$ cat src/rtl/mmm_serial_if.sv
// mmm_serial_if: operand/result bundle between the exponentiation controller
// (master) and the bit-serial Montgomery multiplier (slave).
//
// Handshake: the master raises start with op_a/op_b/modulus stable; the slave
// accepts it only on an enabled edge while idle, then holds busy high until
// the done cycle inclusive. done is a single enabled-cycle pulse marking
// result valid, and result is held until the next accept. start while busy
// is ignored, so there is no queueing and no abort.
interface mmm_serial_if #(
  parameter int WIDTH = 8
);
  logic             start;
  logic [WIDTH-1:0] op_a;
  logic [WIDTH-1:0] op_b;
  logic [WIDTH-1:0] modulus;
  logic             busy;
  logic             done;
  logic [WIDTH:0]   result;

  modport master (
    output start, op_a, op_b, modulus,
    input  busy, done, result
  );

  modport slave (
    input  start, op_a, op_b, modulus,
    output busy, done, result
  );
endinterface

$ cat src/rtl/mmm_serial.sv
// mmm_serial: bit-serial radix-2 Montgomery multiplier, R = A*B*2^-WIDTH mod M.
// One bit of A is consumed per enabled clock: WIDTH CALC cycles, one SUB
// cycle that writes result, one DONE cycle carrying the done pulse.
//
// Build option: define MMM_FINAL_SUB_EN to apply the conditional final
// subtraction (result in [0, M)). Without it result is the unreduced
// accumulator in [0, 2M), which is fine for chained Montgomery operations.
//
// state_dbg exposes the FSM state (0 IDLE, 1 CALC, 2 SUB, 3 DONE).
module mmm_serial #(
  parameter int WIDTH = 8
) (
  input  logic         clk,
  input  logic         rstb,
  input  logic         ena,
  mmm_serial_if.slave  bus,
  output logic [1:0]   state_dbg
);

  // Accumulator needs two guard bits: t + q*M < 4M < 2^(WIDTH+2).
  localparam int AW = WIDTH + 2;
  localparam int CW = $clog2(WIDTH);
  localparam logic [CW-1:0] CNT_LAST = CW'(WIDTH - 1);

  typedef enum logic [1:0] {
    S_IDLE = 2'd0,
    S_CALC = 2'd1,
    S_SUB  = 2'd2,
    S_DONE = 2'd3
  } state_t;

  state_t           state;
  logic [WIDTH-1:0] a_sh;
  logic [WIDTH-1:0] b_q;
  logic [WIDTH-1:0] m_q;
  logic [AW-1:0]    acc;
  logic [CW-1:0]    cnt;
  logic             busy_q;
  logic             done_q;
  logic [WIDTH:0]   result_q;

  logic [AW-1:0]    t_sum;
  logic [AW-1:0]    u_sum;
  logic [WIDTH:0]   fin;

  // One Montgomery iteration: add B if the current A bit is set, then add M
  // if the partial sum is odd so the following right shift is exact.
  always_comb begin
    t_sum = acc + (a_sh[0] ? {2'b00, b_q} : '0);
    u_sum = t_sum + (t_sum[0] ? {2'b00, m_q} : '0);
  end

  // Final value written in SUB; acc < 2M so WIDTH+1 bits always suffice.
  always_comb begin
`ifdef MMM_FINAL_SUB_EN
    if (acc >= {2'b00, m_q}) begin
      fin = (WIDTH+1)'(acc - {2'b00, m_q});
    end else begin
      fin = acc[WIDTH:0];
    end
`else
    fin = acc[WIDTH:0];
`endif
  end

  // Control FSM and datapath registers; everything freezes while ena is low.
  always_ff @(posedge clk or negedge rstb) begin
    if (!rstb) begin
      state    <= S_IDLE;
      a_sh     <= '0;
      b_q      <= '0;
      m_q      <= '0;
      acc      <= '0;
      cnt      <= '0;
      busy_q   <= 1'b0;
      done_q   <= 1'b0;
      result_q <= '0;
    end else if (ena) begin
      case (state)
        S_IDLE: begin
          if (bus.start) begin
            a_sh   <= bus.op_a;
            b_q    <= bus.op_b;
            m_q    <= bus.modulus;
            acc    <= '0;
            cnt    <= '0;
            busy_q <= 1'b1;
            state  <= S_CALC;
          end
        end
        S_CALC: begin
          acc  <= u_sum >> 1;
          a_sh <= a_sh >> 1;
          cnt  <= cnt + 1'b1;
          if (cnt == CNT_LAST) begin
            state <= S_SUB;
          end
        end
        S_SUB: begin
          result_q <= fin;
          done_q   <= 1'b1;
          state    <= S_DONE;
        end
        S_DONE: begin
          done_q <= 1'b0;
          busy_q <= 1'b0;
          state  <= S_IDLE;
        end
        default: begin
          state <= S_IDLE;
        end
      endcase
    end
  end

  assign bus.busy   = busy_q;
  assign bus.done   = done_q;
  assign bus.result = result_q;
  assign state_dbg  = state;

endmodule

$ cat src/flat_wrapper.sv
// flat-port wrapper written by rule: the top's interface ports become plain ports
module mmm_serial_flat 
#(
  parameter int WIDTH = 8
)
  (clk, rstb, ena, state_dbg, bus_start, bus_op_a, bus_op_b, bus_modulus, bus_busy, bus_done, bus_result);
  mmm_serial_if #(.WIDTH(WIDTH)) bus_i ();
  input  logic clk;
  input  logic rstb;
  input  logic ena;
  output logic [1:0] state_dbg;
  input wire logic [$bits(bus_i.start)-1:0] bus_start;
  input wire logic [$bits(bus_i.op_a)-1:0] bus_op_a;
  input wire logic [$bits(bus_i.op_b)-1:0] bus_op_b;
  input wire logic [$bits(bus_i.modulus)-1:0] bus_modulus;
  output wire logic [$bits(bus_i.busy)-1:0] bus_busy;
  output wire logic [$bits(bus_i.done)-1:0] bus_done;
  output wire logic [$bits(bus_i.result)-1:0] bus_result;
  assign bus_i.start = bus_start;
  assign bus_i.op_a = bus_op_a;
  assign bus_i.op_b = bus_op_b;
  assign bus_i.modulus = bus_modulus;
  assign bus_busy = bus_i.busy;
  assign bus_done = bus_i.done;
  assign bus_result = bus_i.result;
  mmm_serial #(.WIDTH(WIDTH)) u_core (.clk(clk), .rstb(rstb), .ena(ena), .bus(bus_i), .state_dbg(state_dbg));
endmodule
$ cat config.mk
export PLATFORM = sky130hd
export DESIGN_NAME = mmm_serial_flat
export DESIGN_NICKNAME = d
export VERILOG_FILES = /design/src/rtl/mmm_serial_if.sv /design/src/rtl/mmm_serial.sv /design/src/flat_wrapper.sv
export SDC_FILE = /design/constraint.sdc
export NUM_CORES = 1
export LEC_CHECK = 0
export CAP_MARGIN = 20
export CORE_UTILIZATION = 59
export DETAILED_ROUTE_END_ITERATION = 6
export PLACE_DENSITY = 0.95
export SYNTH_ARGS = -nofsm -noshare
export SYNTH_HDL_FRONTEND = slang
export SYNTH_SLANG_ARGS = --single-unit
export TNS_END_PERCENT = 10
$ cat constraint.sdc
create_clock -name clk -period 7.9 [get_ports clk]
set_input_delay 1.185 -clock clk [delete_from_list [all_inputs] [get_ports clk]]
set_output_delay 1.185 -clock clk [all_outputs]
set_load 0.005 [all_outputs]
== After elaboration in Yosys (flattened, before gate mapping) ==
Cells that the tools add are included.

* Memories: 0
* Bits in writable memories: 0
* Memory bits (read-only): 0
* Output and inout port bits: 13
* Logic and storage cells: 42
* Latch bits: 0
* Bits of input ports: 28
* Register bits after elaboration: 50

* Equal/unequal tests: 6
* Bitwise gates (word level): 0
* $lt $le $gt $ge: 0
* Reductions and logical operators: 10
* $add $sub $neg: 3
* Divide/modulo/power cells: 0
* Mux-type cells: 14
* $mul: 0
* Shifts and indexed selects: 0

{| class="wikitable"
|+ Operators by type and width
! cell !! count
|-
| 8-bit 2-to-1 mux || 3
|-
| 10-bit adder || 2
|-
| 10-bit one-hot mux with 2 select lines || 1
|-
| 8-bit one-hot mux with 2 select lines || 1
|-
| 3-bit AND reduction || 4
|-
| 10-bit 2-to-1 mux || 1
|-
| 2-bit one-hot mux with 4 select lines || 1
|-
| 3-bit one-hot mux with 2 select lines || 1
|-
| 2-bit nonzero test || 3
|-
| 2-bit equality test, second input constant || 2
|-
| 2-bit 2-to-1 mux || 2
|-
| 1-bit one-hot mux with 2 select lines || 2
|-
| 2-bit AND reduction || 2
|-
| 3-bit by 1-bit adder with 3-bit output, second input constant || 1
|-
| 3-bit equality test, second input constant || 1
|-
| 3-bit 2-to-1 mux || 1
|-
| 2-bit by 1-bit equality test with 1-bit output, second input constant || 1
|-
| 2-bit logical NOT || 1
|-
| 2-bit by 1-bit inequality test with 1-bit output, second input constant || 1
|-
| 2-bit inequality test, second input constant || 1
|-
| 1-bit 2-to-1 mux || 1
|}

== Logic depth before layout (Yosys ltp) ==
* Depth after elaboration: 5
* Depth in mapped cells: 16
* Depth with buffers taken out: 16

== Least setup slack after synthesis ==
OpenSTA, ideal clock, no wires.

* Kind: flip-flop to flip-flop
* Start point: register u_core.a_sh[0]
* End point: register u_core.acc[8]
* Setup slack: 5.048 ns
* Buffers on the path: 0
* Data required time: 7.834 ns
* Library setup time: 0.066 ns
* Period minus slack after synthesis: 2.852 ns
* Cell stages (with the launch flop): 16
* Arrival: 2.786 ns
* Cell sequence: dfrtp_1 and2_1 ha_1 inv_1 fa_1 inv_1 a21o_1 a21oi_1 xnor2_1 ha_1 a21o_1 a21oi_1 o21ai_2 a31o_1 mux2_4 nand3_2

* Cells in the longest elaborated chain, start to end: 5

{| class="wikitable"
|+ RTL lines
! what !! line !! text
|-
| start, declared || mmm_serial.sv:33 || <nowiki>logic [WIDTH-1:0] a_sh;</nowiki>
|-
| start signal, assigned || mmm_serial.sv:82 || <nowiki>a_sh <= bus.op_a;</nowiki>
|-
| start signal, assigned || mmm_serial.sv:93 || <nowiki>a_sh <= a_sh >> 1;</nowiki>
|-
| 8-bit 2-to-1 mux (*) || mmm_serial.sv:49 || <nowiki>t_sum = acc + (a_sh[0] ? {2'b00, b_q} : '0);</nowiki>
|-
| 10-bit adder (*) || mmm_serial.sv:49 ||
|-
| 8-bit 2-to-1 mux || mmm_serial.sv:50 || <nowiki>u_sum = t_sum + (t_sum[0] ? {2'b00, m_q} : '0);</nowiki>
|-
| 10-bit adder (*) || mmm_serial.sv:50 ||
|-
| 10-bit one-hot mux with 2 select lines (*) || mmm_serial.sv:79 || <nowiki>case (state)</nowiki>
|-
| end signal, assigned || mmm_serial.sv:92 || <nowiki>acc <= u_sum >> 1;</nowiki>
|-
| end, declared || mmm_serial.sv:36 || <nowiki>logic [AW-1:0] acc;</nowiki>
|}

Mark *: on every way between the ends. The rest lies on a longest branch, timed or not.
A chain may end at the register's enable or synchronous reset.

== Final worst setup path ==
* Start point: register u_core.a_sh[0]
* End point: register u_core.acc[7]

The elaborated chain is that of the path after synthesis.

==> results_dict.tcl <==
set metrics [dict create \
    synth_area_leaders "dfrtp_1, nand2_1, ha_1" \
    synth-edff-count 0 \
    drt_iter0_markers 150 \
    p_sw_share_pct 39.82 \
    reg2reg_to "u_core.acc[7]$_DFFE_PN0P_" \
    worstSkewPairLatency_ns 0.30 \
    htree_levels 2 \
    num-nets-final 392 \
    worstRegToRegCells 16 \
    seq_area_frac_synth_pct 43.71 \
    startpoint_type "flop" \
    gp_congestion 0.8897 \
    final.min_clock_period_ns 3.203 \
    fin_skew_ns 0.005980 \
    clkTransAtPathRegs_ns 0.08 \
    grt_pass1_vias 2191 \
    finalSetupTns_ns 0 \
    yosys_warnings 0 \
    viasPerCell 5.527 \
    rows 24 \
    r2r_slack_ns 4.70 \
    fin_area_mm2 0.003318 \
    dpl_cell_area_mm2 0.003224 \
    antenna_cells 0 \
    synth.avg_cell_area_um2 9.320 \
    async_flop_share_pct 100.0 \
    worstSetupPathType "flop to flop" \
    required_ns 8.07 \
    synthToLayoutAreaGrowth_pct 18.29 \
    synthesis.area_mm2 0.002805 \
    p_int_uw 657.6 \
    antenna_left 0 \
    dp_slack_ns 4.729 \
    ctsHoldBuffers 0 \
    synthFlopType "dfrtp_1" \
    slew-limit-headroom_pct 32.56 \
    critical_path.max_fanout 9 \
    pwr-share-seq_pct 38.7 \
    start_util_pct 62.70 \
    wl_per_cell_um 13.92 \
    end_kind "flop" \
    p_per_area_mw_per_mm2 329.3 \
    port_buffers 40 \
    cts-resized-gates 0 \
    drive_gt1_share_pct 4.720 \
    min_period_over_period_pct 40.55 \
    dp_hpwl_um 4179 \
    outcome "finished with violations" \
    critPathTopFamily "compound AO/OA/AOI/OAI gates" \
    cts_buffers 5 \
    hold_class "flop to flop" \
    hp-start "u_core.b_q[4]$_DFFE_PN0P_" \
    cts_sinks 49 \
    drc 6 \
    holdPathStages 2 \
    arrival_ns 3.37 \
    dieWidth_um 70.96 \
    hold_end "u_core.b_q[4]$_DFFE_PN0P_" \
    cts_tree "done" \
    rsz0062_at_grt "false" \
    worstPathCellList "nand2_1 > inv_1 > ha_1 > a21oi_1 > nor2b_1 > nand2_1 > nand2_1 > a21oi_1 > xnor2_1 > ha_1 > a21oi_1 > o211ai_1 > o31ai_1 > xnor2_1 > xnor2_1 > o21ai_1" \
    maxSlewViolCount 0 \
    die_h_um 70.96 \
    cts_setup_buffers 0 \
    grt_pass1_wl_um 9963 \
    syn_nets 353 \
    cts-root-buf "clkbuf_8" \
    pwr-share-comb_pct 49.1 \
    grtUsageTotal_pct 25.35 \
    setup_viol 0 \
    vias 2161 \
    max_cap_viol_count 0 \
    yosys.area.top_type "dfrtp_1" \
    wl_um 5441 \
    cp_slowest_cell "dfrtp_1" \
    syn_inst 301 \
    tightestPinTransition_ns 1.009 \
    switching_power_uw 435.2 \
    final-hold-violation-count 0 \
    dieArea_mm2 0.005035 \
    holdWs_ns 0.4710 \
    clockBufferDepth 2 \
    cp_num_buf_inv 1 \
    final_util_pct 74.16 \
    core_mm2 0.004474 \
    timing.rr.start "u_core.a_sh[0]$_DFFE_PN0P_" \
    leakagePower_nw 1.647 \
    synth_most_common_cell "nand2_1" \
    grt_overflow_total 0 \
    dr.pass1.iters 6 \
    worst_ir_drop_vdd_v 0.0001884 \
    synth_cell_types 45 \
    grt_max_degree 50 \
    antenna_found_initial 0 \
    fmax_ghz 0.3122 \
    ys_ff_latch 49 \
    synth_commonest_cells "nand2_1, dfrtp_1, o21ai_1, ha_1" \
    top_level_ports 41 \
    yosysTopAreaCellShare_pct 43.71 \
    max_stage_delay_ns 0.48 \
    power_frac_clock_pct 12.3 \
    violations "design-rule violations" \
    setup_ws_ns 4.697 \
]
## worst reg2reg max path: cells and delay by family (launching register included)
family,cells,cell delay [ns]
flops,1,0.48
buf+inv,1,0.06
fa+ha+maj,2,0.58
xor+xnor,3,0.52
simple gates,4,0.38
compound gates,6,1.06
## cells by family after synthesis
family	count (synthesis)	share of synthesized area (%)
AOI/OAI and AO/OA	59	12.44
xor gates and xnor gates	14	4.371
adders and majority gates	24	11.24
buffers and inverters	22	3.211
DFF	49	43.71
muxes	16	6.244
and+or+nand+nor	117	18.78
## power by group through the flow
stage                     registers (mW)  clock network [mW]  logic [mW]
final                              0.422               0.134       0.536
after global routing               0.437               0.149       0.601
after CTS                          0.422               0.137       0.534
after detailed placement           0.428                   0       0.529
after global placement             0.418                   0       0.503
after floorplan                    0.407                   0       0.380
## cell usage in the layout, fill, tap and decap left out, types with 3 or more instances in the layout
master / count
inv_1: 12
nand2_1: 74
a21oi_1: 15
mux2i_1: 7
nor2_1: 5
ha_1: 22
xnor2_1: 12
dfrtp_1: 49
clkdlybuf4s50_1: 39
clkbuf_8: 5
and2_1: 15
nand3_1: 10
a21o_1: 3
mux2_1: 7
o21ai_0: 3
o21ai_1: 24
## worst max path at each step
stage                                           from                         to  slack (ns)  cells after the start
after floorplan           u_core.a_sh[0]$_DFFE_PN0P_  u_core.acc[8]$_DFFE_PN0P_        5.05                     15
after global placement                           ena  u_core.acc[8]$_DFFE_PN0P_        4.79                      6
after detailed placement                         ena  u_core.acc[8]$_DFFE_PN0P_        4.73                      6
after CTS                 u_core.a_sh[0]$_DFFE_PN0P_  u_core.acc[7]$_DFFE_PN0P_        4.73                     16
after global routing      u_core.a_sh[0]$_DFFE_PN0P_  u_core.acc[7]$_DFFE_PN0P_        4.40                     16
final                     u_core.a_sh[0]$_DFFE_PN0P_  u_core.acc[7]$_DFFE_PN0P_        4.70                     16
## flip-flops by register name, indices dropped and copies added (netlist names)
signal	cells
u_core.bus.result	9
u_core.cnt	3
u_core.acc	9
u_core.m_q	8
u_core.state_dbg	2
u_core.bus.done	1
u_core.bus.busy	1
u_core.a_sh	8
u_core.b_q	8
## through the flow
stage / cells / power [mW]
global route: 391 / 1.186
detailed placement: 384 / 0.9565
CTS: 390 / 1.094
global placement: 384 / 0.9210
finish: 391 / 1.093
floorplan: 301 / 0.7868
## per-layer routing
layer,vias to the layer above,wire length [µm],GRT usage [%]
met2,40,2662,42.95
li1,1091,-,-
met5,-,0,0
met3,5,144,3.846
met1,1025,2567,34.06
met4,0,67,7.333
## area by class of cell
| cell class | count | area [µm²] |
|---|---|---|
| inverters | 13 | 48.80 |
| fillers | 325 | 1156 |
| well taps | 52 | 65.06 |
| repair buffers | 41 | 415.4 |
| clock inverters | 1 | 5.005 |
| flip-flops and latches | 49 | 1226 |
| multi-input cells | 230 | 1489 |
| clock buffers | 5 | 68.82 |
No activity file was read; power rests on OpenSTA's default activity.
